$ cat src/rtl/tron_pkg.sv
// ============================================================
// tron_pkg : shared types and defaults for the light-cycle round sequencer
// Rev 1.0
// ============================================================
`default_nettype none

package tron_pkg;

  typedef enum logic [2:0] {
    IDLE      = 3'd0,
    CLEAR     = 3'd1,
    COUNTDOWN = 3'd2,
    PLAY      = 3'd3,
    CRASH     = 3'd4,
    GAMEOVER  = 3'd5
  } game_state_t;

  typedef enum logic [1:0] {
    WIN_NONE = 2'd0,
    WIN_P1   = 2'd1,
    WIN_P2   = 2'd2
  } winner_t;

  localparam int C_FPS          = 60;
  localparam int C_COUNT_SECS   = 3;
  localparam int C_CRASH_FRAMES = 120;
  localparam int C_SPEED_DIV    = 2;
  localparam int C_WIN_SCORE    = 3;

  function automatic int max2(input int a, input int b);
    return (a > b) ? a : b;
  endfunction

  function automatic logic [3:0] sat_inc(input logic [3:0] v, input logic [3:0] lim);
    return (v >= lim) ? lim : v + 4'd1;
  endfunction

endpackage

`default_nettype wire

$ cat src/rtl/frame_timer.sv
// ============================================================
// frame_timer : loadable down-counter stepped by frame ticks, with zero flag
// Rev 1.0
// ============================================================
`default_nettype none

module frame_timer #(
  parameter int WIDTH = 7
) (
  input  logic             clock,
  input  logic             reset,
  input  logic             frame_tick,
  input  logic             load,
  input  logic [WIDTH-1:0] load_val,
  output logic             zero
);

  logic [WIDTH-1:0] cnt_q;
  logic [WIDTH-1:0] cnt_d;

  // Load wins over a same-cycle tick; the count parks at zero.
  always_comb begin
    cnt_d = cnt_q;
    if (load) begin
      cnt_d = load_val;
    end else if (frame_tick && (cnt_q != '0)) begin
      cnt_d = cnt_q - WIDTH'(1);
    end
  end

  always_ff @(posedge clock) begin
    if (reset) begin
      cnt_q <= '0;
    end else begin
      cnt_q <= cnt_d;
    end
  end

  assign zero = (cnt_q == '0);

endmodule

`default_nettype wire

$ cat src/rtl/tron_game_ctrl.sv
// ============================================================
// tron_game_ctrl : round/match sequencer for the two-player light-cycle game
// Rev 1.0
// ============================================================
`default_nettype none

module tron_game_ctrl
  import tron_pkg::*;
#(
  parameter int FPS          = C_FPS,
  parameter int COUNT_SECS   = C_COUNT_SECS,
  parameter int CRASH_FRAMES = C_CRASH_FRAMES,
  parameter int SPEED_DIV    = C_SPEED_DIV,
  parameter int WIN_SCORE    = C_WIN_SCORE
) (
  input  logic       clock,
  input  logic       reset,
  input  logic       frame_tick,
  input  logic       start,
  input  logic       p1_crash,
  input  logic       p2_crash,
  output logic       restore_default,
  output logic       move_en,
  output logic [2:0] state,
  output logic [2:0] countdown,
  output logic [3:0] p1_score,
  output logic [3:0] p2_score,
  output logic [1:0] winner
);

  localparam int TMAX = max2(FPS, CRASH_FRAMES);
  localparam int TW   = (TMAX > 1) ? $clog2(TMAX) : 1;

  localparam logic [TW-1:0] C_FPS_M1   = TW'(FPS - 1);
  localparam logic [TW-1:0] C_CRASH_M1 = TW'(CRASH_FRAMES - 1);
  localparam logic [2:0]    C_SECS     = 3'(COUNT_SECS);
  localparam logic [3:0]    C_STEP_MAX = 4'(SPEED_DIV - 1);
  localparam logic [3:0]    C_WIN      = 4'(WIN_SCORE);

  game_state_t state_q, state_d;
  winner_t     winner_q, winner_d;
  logic        start_prev_q;
  logic        c1_q, c1_d, c2_q, c2_d;
  logic        move_q, move_d;
  logic [3:0]  step_q, step_d;
  logic [2:0]  countdown_q, countdown_d;
  logic [3:0]  p1_q, p1_d, p2_q, p2_d;

  logic          w_start_edge;
  logic          w_c1, w_c2;
  logic          w_tmr_load;
  logic [TW-1:0] w_tmr_val;
  logic          w_tmr_zero;

  assign w_start_edge = start & ~start_prev_q;
  assign w_c1         = c1_q | p1_crash;
  assign w_c2         = c2_q | p2_crash;

  frame_timer #(
    .WIDTH(TW)
  ) u_frame_timer (
    .clock      (clock),
    .reset      (reset),
    .frame_tick (frame_tick),
    .load       (w_tmr_load),
    .load_val   (w_tmr_val),
    .zero       (w_tmr_zero)
  );

  always_comb begin
    state_d     = state_q;
    winner_d    = winner_q;
    c1_d        = 1'b0;
    c2_d        = 1'b0;
    move_d      = 1'b0;
    step_d      = step_q;
    countdown_d = countdown_q;
    p1_d        = p1_q;
    p2_d        = p2_q;
    w_tmr_load  = 1'b0;
    w_tmr_val   = '0;

    case (state_q)
      IDLE: begin
        p1_d        = '0;
        p2_d        = '0;
        winner_d    = WIN_NONE;
        countdown_d = '0;
        if (w_start_edge) begin
          state_d = CLEAR;
        end
      end

      CLEAR: begin
        if (frame_tick) begin
          state_d     = COUNTDOWN;
          w_tmr_load  = 1'b1;
          w_tmr_val   = C_FPS_M1;
          countdown_d = C_SECS;
        end
      end

      COUNTDOWN: begin
        if (frame_tick && w_tmr_zero) begin
          w_tmr_load = 1'b1;
          w_tmr_val  = C_FPS_M1;
          if (countdown_q == 3'd1) begin
            state_d     = PLAY;
            countdown_d = '0;
            step_d      = '0;
          end else begin
            countdown_d = countdown_q - 3'd1;
          end
        end
      end

      PLAY: begin
        if (!frame_tick) begin
          c1_d = w_c1;
          c2_d = w_c2;
        end else begin
          step_d = (step_q == C_STEP_MAX) ? 4'd0 : step_q + 4'd1;
          // A crash on the tick claims the frame: score it and withhold the step.
          if (w_c1 || w_c2) begin
            state_d    = CRASH;
            w_tmr_load = 1'b1;
            w_tmr_val  = C_CRASH_M1;
            if (w_c1 && !w_c2) begin
              p2_d = sat_inc(p2_q, C_WIN);
            end else if (w_c2 && !w_c1) begin
              p1_d = sat_inc(p1_q, C_WIN);
            end
          end else if (step_q == C_STEP_MAX) begin
            move_d = 1'b1;
          end
        end
      end

      CRASH: begin
        if (frame_tick && w_tmr_zero) begin
          if (p1_q == C_WIN) begin
            state_d  = GAMEOVER;
            winner_d = WIN_P1;
          end else if (p2_q == C_WIN) begin
            state_d  = GAMEOVER;
            winner_d = WIN_P2;
          end else begin
            state_d = CLEAR;
          end
        end
      end

      GAMEOVER: begin
        if (w_start_edge) begin
          state_d  = CLEAR;
          p1_d     = '0;
          p2_d     = '0;
          winner_d = WIN_NONE;
        end
      end

      default: begin
        state_d = IDLE;
      end
    endcase
  end

  // The edge detector also samples during reset so a held button is not an edge.
  always_ff @(posedge clock) begin
    start_prev_q <= start;
    if (reset) begin
      state_q     <= IDLE;
      winner_q    <= WIN_NONE;
      c1_q        <= 1'b0;
      c2_q        <= 1'b0;
      move_q      <= 1'b0;
      step_q      <= '0;
      countdown_q <= '0;
      p1_q        <= '0;
      p2_q        <= '0;
    end else begin
      state_q     <= state_d;
      winner_q    <= winner_d;
      c1_q        <= c1_d;
      c2_q        <= c2_d;
      move_q      <= move_d;
      step_q      <= step_d;
      countdown_q <= countdown_d;
      p1_q        <= p1_d;
      p2_q        <= p2_d;
    end
  end

  assign restore_default = (state_q == IDLE) || (state_q == CLEAR);
  assign move_en         = move_q;
  assign state           = state_q;
  assign countdown       = countdown_q;
  assign p1_score        = p1_q;
  assign p2_score        = p2_q;
  assign winner          = winner_q;

endmodule

`default_nettype wire

$ cat config.mk
export PLATFORM = sky130hd
export DESIGN_NAME = tron_game_ctrl
export DESIGN_NICKNAME = d
export VERILOG_FILES = /design/src/rtl/tron_pkg.sv /design/src/rtl/frame_timer.sv /design/src/rtl/tron_game_ctrl.sv
export SDC_FILE = /design/constraint.sdc
export NUM_CORES = 1
export LEC_CHECK = 0
export CAP_MARGIN = 20
export CORE_ASPECT_RATIO = 0.7
export CORE_MARGIN = 1
export CORE_UTILIZATION = 35
export CTS_CLUSTER_SIZE = 25
export DETAILED_ROUTE_END_ITERATION = 16
export SLEW_MARGIN = 20
export SYNTH_ARGS = -nofsm -noshare
export SYNTH_HDL_FRONTEND = slang
export SYNTH_SLANG_ARGS = --single-unit
$ cat constraint.sdc
create_clock -name clock -period 1.9 [get_ports clock]
set_clock_uncertainty 0.2 [all_clocks]
set_input_delay 0.57 -clock clock [delete_from_list [all_inputs] [get_ports clock]]
set_output_delay 0.57 -clock clock [all_outputs]
set_load 0.005 [all_outputs]
### Word level (Yosys, flattened, before mapping)

Index checks and enable logic that the tools add are counted.

* bits in registers: 31
* output and inout bits: 18
* input port bits: 6

* reductions and logical operators: 25
* equality and inequality tests: 21
* mux-type cells: 49
* bitwise gates (word level): 6
* magnitude comparators: 2
* $add $sub $neg: 5

Operator list (count)
* two-way mux 4 bit: 14
* two-way mux 3 bit: 12
* two-way mux 7 bit: 4
* one-hot mux 4 bit (3 select lines): 2
* one-hot mux 7 bit (3 select lines): 1
* != test 2 bit (second input constant): 10
* one-hot mux 3 bit (5 select lines): 1
* adder 4 x 1 -> 4 bit (second input constant): 3
* two-way mux 6 bit: 2
* one-hot mux 3 bit (3 select lines): 1
* nonzero test 3 bit: 3
* equality test 4 x 2 -> 1 bit (second input constant): 2
* >= comparator 4 x 2 -> 1 bit (second input constant): 2
* two-way mux 2 bit: 4
* one-hot mux 4 bit (2 select lines): 1
* AND reduction 4 bit: 2
* logical NOT 7 bit: 1
* AND reduction 7 bit: 1
* nonzero test 7 bit: 1
* subtractor 7 x 1 -> 7 bit (second input constant): 1
* equality test 3 x 1 -> 1 bit (second input constant): 2
* equality test 3 x 2 -> 1 bit (second input constant): 2
* equality test 3 bit (second input constant): 2
* one-hot mux 2 bit (3 select lines): 1
* 20 further kinds: 33

### Longest topological paths before layout

Gate-level depths: netlist of run 1.

* depth after elaboration: 8
* depth in mapped cells: 6
* gate-level depth less buffers: 6

### By module

A second synthesis of run 1 with hierarchy kept.

* cells, all modules: 209
* area, all modules: 1824.2 µm²

Modules (own cells, without submodules)
* tron_game_ctrl: seq. area each 480.5 µm², times used 1, area an instance 1405.1 µm², cells each 161
* frame_timer: seq. area each 140.1 µm², times used 1, area an instance 419.2 µm², cells each 48

### Worst setup path before layout of run 1

Ideal clock, no wire load.

* path kind: input-to-reg
* from: in p1_crash
* to: reg u_frame_timer.cnt_q[3]
* setup slack: -148 ps
* setup time: 95 ps
* stages on the path: 4
* arrival: 1752 ps
* required time: 1605 ps
* path through: or4_4 -> nand2b_1 -> or4b_1 -> o311ai_1

* longest elaborated chain between the ends: 6
* elaborated cells on any way between the ends: 7

Ends and longest elaborated chain
* from (decl): line tron_game_ctrl.sv:20 `input logic p1_crash,`
* OR 1 bit (*): line tron_game_ctrl.sv:56 `assign w_c1 = c1_q | p1_crash;`
* logical OR 1 bit (*): line tron_game_ctrl.sv:124 `if (w_c1 || w_c2) begin`
* two-way mux 1 bit (*): line tron_game_ctrl.sv:124
* two-way mux 1 bit (*): line tron_game_ctrl.sv:118 `if (!frame_tick) begin`
* one-hot mux 1 bit (3 select lines) (*): line tron_game_ctrl.sv:83 `case (state_q)`
* two-way mux 7 bit or nonzero test 2 bit (tied branches)
* to (signal assigned): line frame_timer.sv:35 `cnt_q <= cnt_d;`
* to (decl): line frame_timer.sv:18 `logic [WIDTH-1:0] cnt_q;`

Mark *: on every way between the ends. The rest lies on a longest branch, timed or not.
A chain may end at the register's enable or synchronous reset.

### Worst setup path in the final report of run 1

* from: reg state_q[0], in the netlist state[0]
* to: reg winner_q[1], in the netlist winner[1]

* longest elaborated chain between the ends: 3
* elaborated cells on any way between the ends: 9

Ends and longest elaborated chain
* from (decl): line tron_game_ctrl.sv:40 `game_state_t state_q, state_d;`
* from (signal assigned): line tron_game_ctrl.sv:182 `state_q <= state_d;`
* equality test 3 bit or logical NOT 3 bit (tied branches): line tron_game_ctrl.sv:83
* != test 3 bit (no source line) (tied with other cells)
* AND reduction 4 bit (no source line)
* to (signal assigned): line tron_game_ctrl.sv:183 `winner_q <= winner_d;`
* to (decl): line tron_game_ctrl.sv:41 `winner_t winner_q, winner_d;`

Parallel ways exist; a longest one is shown, timed or not.

==> run metrics, run 1 <==
startpoint types=flip-flop; CP Data Required Time=approximately 1.9 ns; met1 Resource Use GR=30.5%; Final Cycle Share=roughly 99%; Unique masters post-synth=slightly below 60; largest net degree at the start of global routing=17; critical path buffer and inverter count=1; first-pass GRT wire length=8.85 mm; total number of vias=approximately 1900; cts bufs inserted=5; max-cap violations=0; initial drt markers=74; design area=approximately 2900 µm²; top cell type's share of synthesized area=between 30% and 40%; die area=around 5500 µm²; status=completed; NumNets Final=313; Pwr Total=~3.0 mW; GRT met2 Usage=29.9%; worst hold start=winner[0]$_SDFFE_PP0P_; via/cell ratio=between 5 and 6; initial antenna violation count=0; Clock transition at path regs=~0.070 ns; critical path's top delay family=simple AND/OR/NAND/NOR gates; Slowest-stage cell, CP=or4b_4; share of cells above drive strength 1=between 40% and 50%; setup_tns=0 ns; WP data arrival=approximately 1.9 ns; n_diodes=0; Synth area leader=dfxtp_1; Chip Height=around 62 µm; FF-to-FF Start=state[0]$_SDFFE_PP0P_; wire length per cell=14.1 µm; Clock H-tree levels=2; Total GRT Usage=roughly a fifth; final core occ=59.5%; crit-path max cell delay=between 0.5 and 0.6 ns; final hold vios=0; RSZ-0062 raised after global routing=yes; Fmax achieved=about 0.53 GHz; GR peak layer=met1; Area growth syn-to-layout=59.2%; Syn Area/Cell=between 8 and 9 µm²; yosys synthesis warning count=0; count of pins over their slew limit=0; Core Area=between 4000 and 5000 µm²; worst setup path class=reg -> reg; Root Buffer=clkbuf_8; slew margin rel.=between 70% and 80%; Min Hold Slack=0.285 ns; Worst-Skew Late Latency=0.28 ns; worst path cell trace=buf_4 -> or4b_4 -> o211ai_1 -> nand2_1 -> o31ai_1; CP startpoint=state[0]$_SDFFE_PP0P_; Tmin final=roughly 1.9 ns; maximum root-to-sink buffer count=2; Net Count, Synth=223; mapped cell area=about 1800 µm²; VDD IR-drop max=around 0.63 mV; CP endpoint kind=flip-flop; row cnt=21; Post-DP HPWL=3.67 mm; final WL=between 5 and 6 mm; CTS tree=done; Seq/Total Area, Yosys=around a third; Post-DP Area=2500 µm²; M3 GR Usage=under 10%; Worst Path Max Fanout=5; Initial Util=37.4%; routability congestion estimate=between 0.8 and 0.9; Die W=about 90 µm; vias in the first global route=between 1500 and 2000; setup violators final=0; Layout fillers=450; I/O pin count=24; drt first pass iters=4; I/O Buffers=23; leading post-synthesis cells by cell area=dfxtp_1 (34%), ha_1 (5.5%), a21oi_1 (4.4%); Main synth FF type=dfxtp_1; Remaining DRCs=0; LEAKAGE=between 1 and 1.5 nW; Final ANT Viol Nets=0; HP Class=reg -> reg; Remaining Overflow, GRT=0; flops & latches, synth=31; R2R setup slack=0.01 ns; synthesized instance count=around 210; PD cells=about 1000 nW/µm²; CTS sink cnt=31; Worst Max-Slew Pin Slew=between 0.4 and 0.5 ns; asr flop ratio synth=0%; number of flops mapped to enable cells by yosys=0
## cells in the mapped netlist (2+ instances only)
library cell and count:
inv_1 11, o31ai_1 3, o21ai_0 9, nor2b_1 6, or4b_1 3, nand2b_1 4, or4_1 4, nor2_1 12
or3b_1 2, nor3_1 6, a2111o_1 2, or3_1 3, nand4b_1 2, nand4_1 2, dfxtp_1 31, a31oi_1 6
or3b_2 2, or2_2 3, ha_1 8, nor4b_1 2, clkbuf_1 5, a211o_1 3, and3b_1 2, o22ai_1 2
buf_2 5, nor2b_4 2, nand3b_1 2, o211ai_1 2, a211oi_1 6, nand2_1 6, o2bb2ai_1 2, nand3_1 4
o21bai_1 2, a21oi_1 16, nor4_1 4, nor3b_1 3
## registers in the layout, summed over array words and instances, names as in the netlist, 2 cells and up
signal,cells
u_frame_timer.cnt_q,7
p1_score,4
p2_score,4
step_q,4
countdown,3
state,3
winner,2
## power breakdown
part           switching [mW]  internal [mW]  total, mW
sequential              0.109          0.747      0.857
clock                   0.253          0.331      0.584
combinational           0.712          0.827       1.54
total                    1.07           1.90       2.98
## final timing paths
path                                  to  depth (start not counted)
setup / recovery  winner[1]$_SDFFE_PP0P_                          5
setup reg to reg  winner[1]$_SDFFE_PP0P_                          5
hold reg to reg   winner[0]$_SDFFE_PP0P_                          2
hold / removal    winner[0]$_SDFFE_PP0P_                          2
## through the flow
stage / setup WS, ns / instances
after floorplan: -0.116 / 209
after global placement: -0.576 / 342
after detailed placement: -0.614 / 342
after CTS: -0.0108 / 367
after global routing: -0.126 / 369
final: 0.0133 / 369
## what timing repair did
action	in CTS	in global routing
pin swaps	10	12
setup buffers	18	2
resized for setup	49	28
setup endpoints to repair	41	25
hold buffers	0	0
## tightest hold or removal path: cells and delay by family, from the launching register on
kind	cells	cell delay (ns)
DFF	1	0.31
muxes	1	0.06
and+or+nand+nor	1	0.07
## final cells by class
type | instances | area (µm²) | area share (%)
Clock buffer | 8 | 100 | 3.44
Tap cell | 69 | 86.3 | 2.97
Sequential cell | 31 | 647 | 22.2
Multi-Input combinational cell | 156 | 1250 | 43.0
Timing Repair Buffer | 94 | 782 | 26.9
Inverter | 11 | 41.3 | 1.42
## per-layer routing
| metal | part of all wire [%] | wire, µm |
|---|---|---|
| met5 | 0 | 0 |
| met4 | 1.3 | 68 |
| met3 | 4.1 | 214 |
| met2 | 43 | 2230 |
| met1 | 52 | 2700 |
## placed cells by master, fill, tap and decap left out, drive strengths merged, types with 3 or more instances in the layout
cell type | netlist | layout
buf | 6 | 73
dfxtp | 31 | 31
a21oi | 16 | 16
nor2 | 12 | 12
inv | 11 | 11
o21ai | 10 | 10
dlymetal6s2s | 0 | 9
clkbuf | 5 | 9
dlygate4sd2 | 0 | 8
ha | 8 | 8
nor2b | 8 | 8
nor3 | 7 | 7
nand2 | 6 | 6
a211oi | 6 | 6
a31oi | 6 | 6
or4 | 5 | 5
nor4 | 4 | 4
nand3 | 4 | 4
or3b | 4 | 4
nor3b | 4 | 4
nand2b | 4 | 4
or2 | 4 | 4
o31ai | 3 | 3
or4b | 3 | 3
or3 | 3 | 3
a211o | 3 | 3
nand3b | 3 | 3
## kinds of logic after synthesis
group,Yosys count,synth area share [%]
xor gates and xnor gates,1,0.480
and+or+nand+nor,81,29.1
muxes,2,1.16
DFF,31,34.0
buffers and inverters,22,5.27
adders and majority gates,8,5.48
AOI/OAI and AO/OA,64,24.5
No activity file was read; power rests on OpenSTA's default activity.
==> run 2: changes to the inputs <==
==> constraint.sdc (replaced) <==
create_clock -name clock -period 2.3 [get_ports clock]
set_clock_uncertainty 0.2 [all_clocks]
set_input_delay 0.69 -clock clock [delete_from_list [all_inputs] [get_ports clock]]
set_output_delay 0.69 -clock clock [all_outputs]
set_load 0.005 [all_outputs]
==> run 2 against run 1 <==
  * Clock-buffer cell count is 2 lower
  * Clock power decreased by 3.8%
  * Critical path depth unchanged
  * Wire length decreased by 12%
  * Worst hold slack gained 0.0071 ns
  * Setup slack better by 0.0083 ns
  * Sequential share of layout area rose by 3.4 points
  * Global-route usage fell by 2.8 points
  * Sequential cell count did not move
  * Via count decreased by 8.5%
==> run metrics, run 2 (synthesized netlist as in run 1, its figures left out) <==
Reg2Reg Depth=6 (+1); via/cell ratio=5.35 (+3.6%); Tmin final=between 2 and 2.5 ns; setup violators final=0 (unchanged); Clock transition at path regs=0.07 ns (about the same); n_diodes=0 (unchanged); CP Data Required Time=2.29 ns (+0.39 ns); hold path depth=2 (unchanged); I/O Buffers=23 (unchanged); initial drt markers=77 (+4.1%); cts bufs inserted=5 (unchanged); wire length per cell=14.1 µm (-0.45%); most frequent cells in the layout=dfxtp_1 (29), buf_4 (28), clkdlybuf4s50_1 (21); count of pins over their slew limit=0 (unchanged); Initial Util=37.4% (unchanged); VDD IR-drop max=0.475 mV (-25%); Core Area=4890 µm² (unchanged); share of cells above drive strength 1=20.6% (-24 points); routability congestion estimate=0.758 (-7.3%); total number of vias=1744 (-8.5%); NumNets Final=270 (-14%); Remaining DRCs=0 (unchanged); PD cells=903 nW/µm² (-12%); Total GRT Usage=17.8% (-2.8 points); Worst Max-Slew Pin Slew=0.390 ns (-0.0182 ns); CP startpoint=p2_crash; largest net degree at the start of global routing=13 (-4); die area=5520 µm² (unchanged); vias in the first global route=1509 (-18%); Clock H-tree levels=2 (unchanged); HP Class=reg -> reg; Final ANT Viol Nets=0 (unchanged); final core occ=49.7% (-9.8 points); max reg flops=7 (unchanged); worst hold start=p2_score[1]$_SDFFE_PP0P_; row cnt=21 (unchanged); Root Buffer=clkbuf_8; status=completed; Remaining Overflow, GRT=0 (unchanged); largest reg by FF count=u_frame_timer.cnt_q; WP data arrival=2.27 ns (+0.38 ns); CTS tree=done; slew margin rel.=73.9% (+1.2 points); Worst Path Max Fanout=3 (-2); Fmax achieved=~0.44 GHz; startpoint types=input pin; final hold vios=0 (unchanged); final WL=4.59 mm (-12%); initial antenna violation count=0 (unchanged); Final Instance Count excl. Fillers=326 (-12%); Die W=88.4 µm (unchanged); FF-to-FF Start=u_frame_timer.cnt_q[0]$_SDFFE_PP0P_; RSZ-0062 raised after global routing=no; worst setup path class=in -> reg; Final Cycle Share=between 90 and 100%; CTS sink cnt=31 (unchanged); Area growth syn-to-layout=33.1%; max-cap violations=0 (unchanged); Post-Place Cells=316 (-7.6%); I/O pin count=24 (unchanged); drt first pass iters=4 (unchanged); Chip Height=62.4 µm (unchanged); first-pass GRT wire length=7.54 mm (-15%); maximum root-to-sink buffer count=2 (unchanged); LEAKAGE=0.922 nW (-33%); commonest non-fill, non-tap cell in the layout=dfxtp_1; Post-DP HPWL=3.41 mm (-7.1%); Worst-Skew Late Latency=0.28 ns (about the same); CP endpoint kind=flip-flop
run 2: power by group:
| group | leakage (nW) | switching [mW] | total (mW) | internal [mW] |
|---|---|---|---|---|
| Clock | 0.0612 | 0.212 | 0.562 | 0.350 |
| Combinational | 0.608 | 0.480 | 0.935 | 0.456 |
| Sequential | 0.253 | 0.0860 | 0.697 | 0.611 |
| Total | 0.922 | 0.778 | 2.19 | 1.42 |
run 2: layer usage:
layer  GRT usage [%]  up-vias  share of wire, %
met5               0        -                 0
met4            6.65        0               1.0
met3            3.96        4               4.5
met2            20.8       37                36
met1            29.8      812                58
li1                -      891                 -
run 2: critical path, stage by stage:
cell             delay [ns]
clkdlybuf4s50_1        0.44
or4_4                  0.53
nand2b_4               0.10
or4b_1                 0.44
o311ai_1               0.08
run 2: path summary, 6_finish.rpt:
path                                                       endpoint  slack, ns
worst max-delay path            u_frame_timer.cnt_q[3]$_SDFFE_PP0P_       0.02
worst max register to register  u_frame_timer.cnt_q[1]$_SDFFE_PP0P_       0.18
worst min register to register             p2_score[1]$_SDFFE_PP0P_       0.29
worst min-delay path                       p2_score[1]$_SDFFE_PP0P_       0.29
run 2: layout make-up:
type,count,area [µm²]
clock inverters,2,35.0
fillers,481,2460
repair buffers,51,438
multi-input cells,156,1120
inverters,11,41.3
flip-flops and latches,31,623
clock buffers,6,82.6
well taps,69,86.3
run 2: through the flow:
step	worst slack [ns]	TNS [ns]	instance area [µm²]	hold WS (ns)	power, mW
after floorplan	0.132	0	1830	0.252	1.30
after global placement	-0.332	-5.03	2280	0.281	1.62
after detailed placement	-0.385	-5.47	2280	0.283	1.62
after CTS	0.0126	0	2410	0.297	2.19
after global routing	0.00313	0	2430	0.325	2.34
final	0.0216	0	2430	0.292	2.19
run 2: repair_timing:
item,CTS,global route
gates resized for setup,2,6
endpoints found under the setup margin,4,6
endpoints found under the hold margin,0,0
pin swaps,4,0
hold buffers,0,0
buffers inserted,2,0
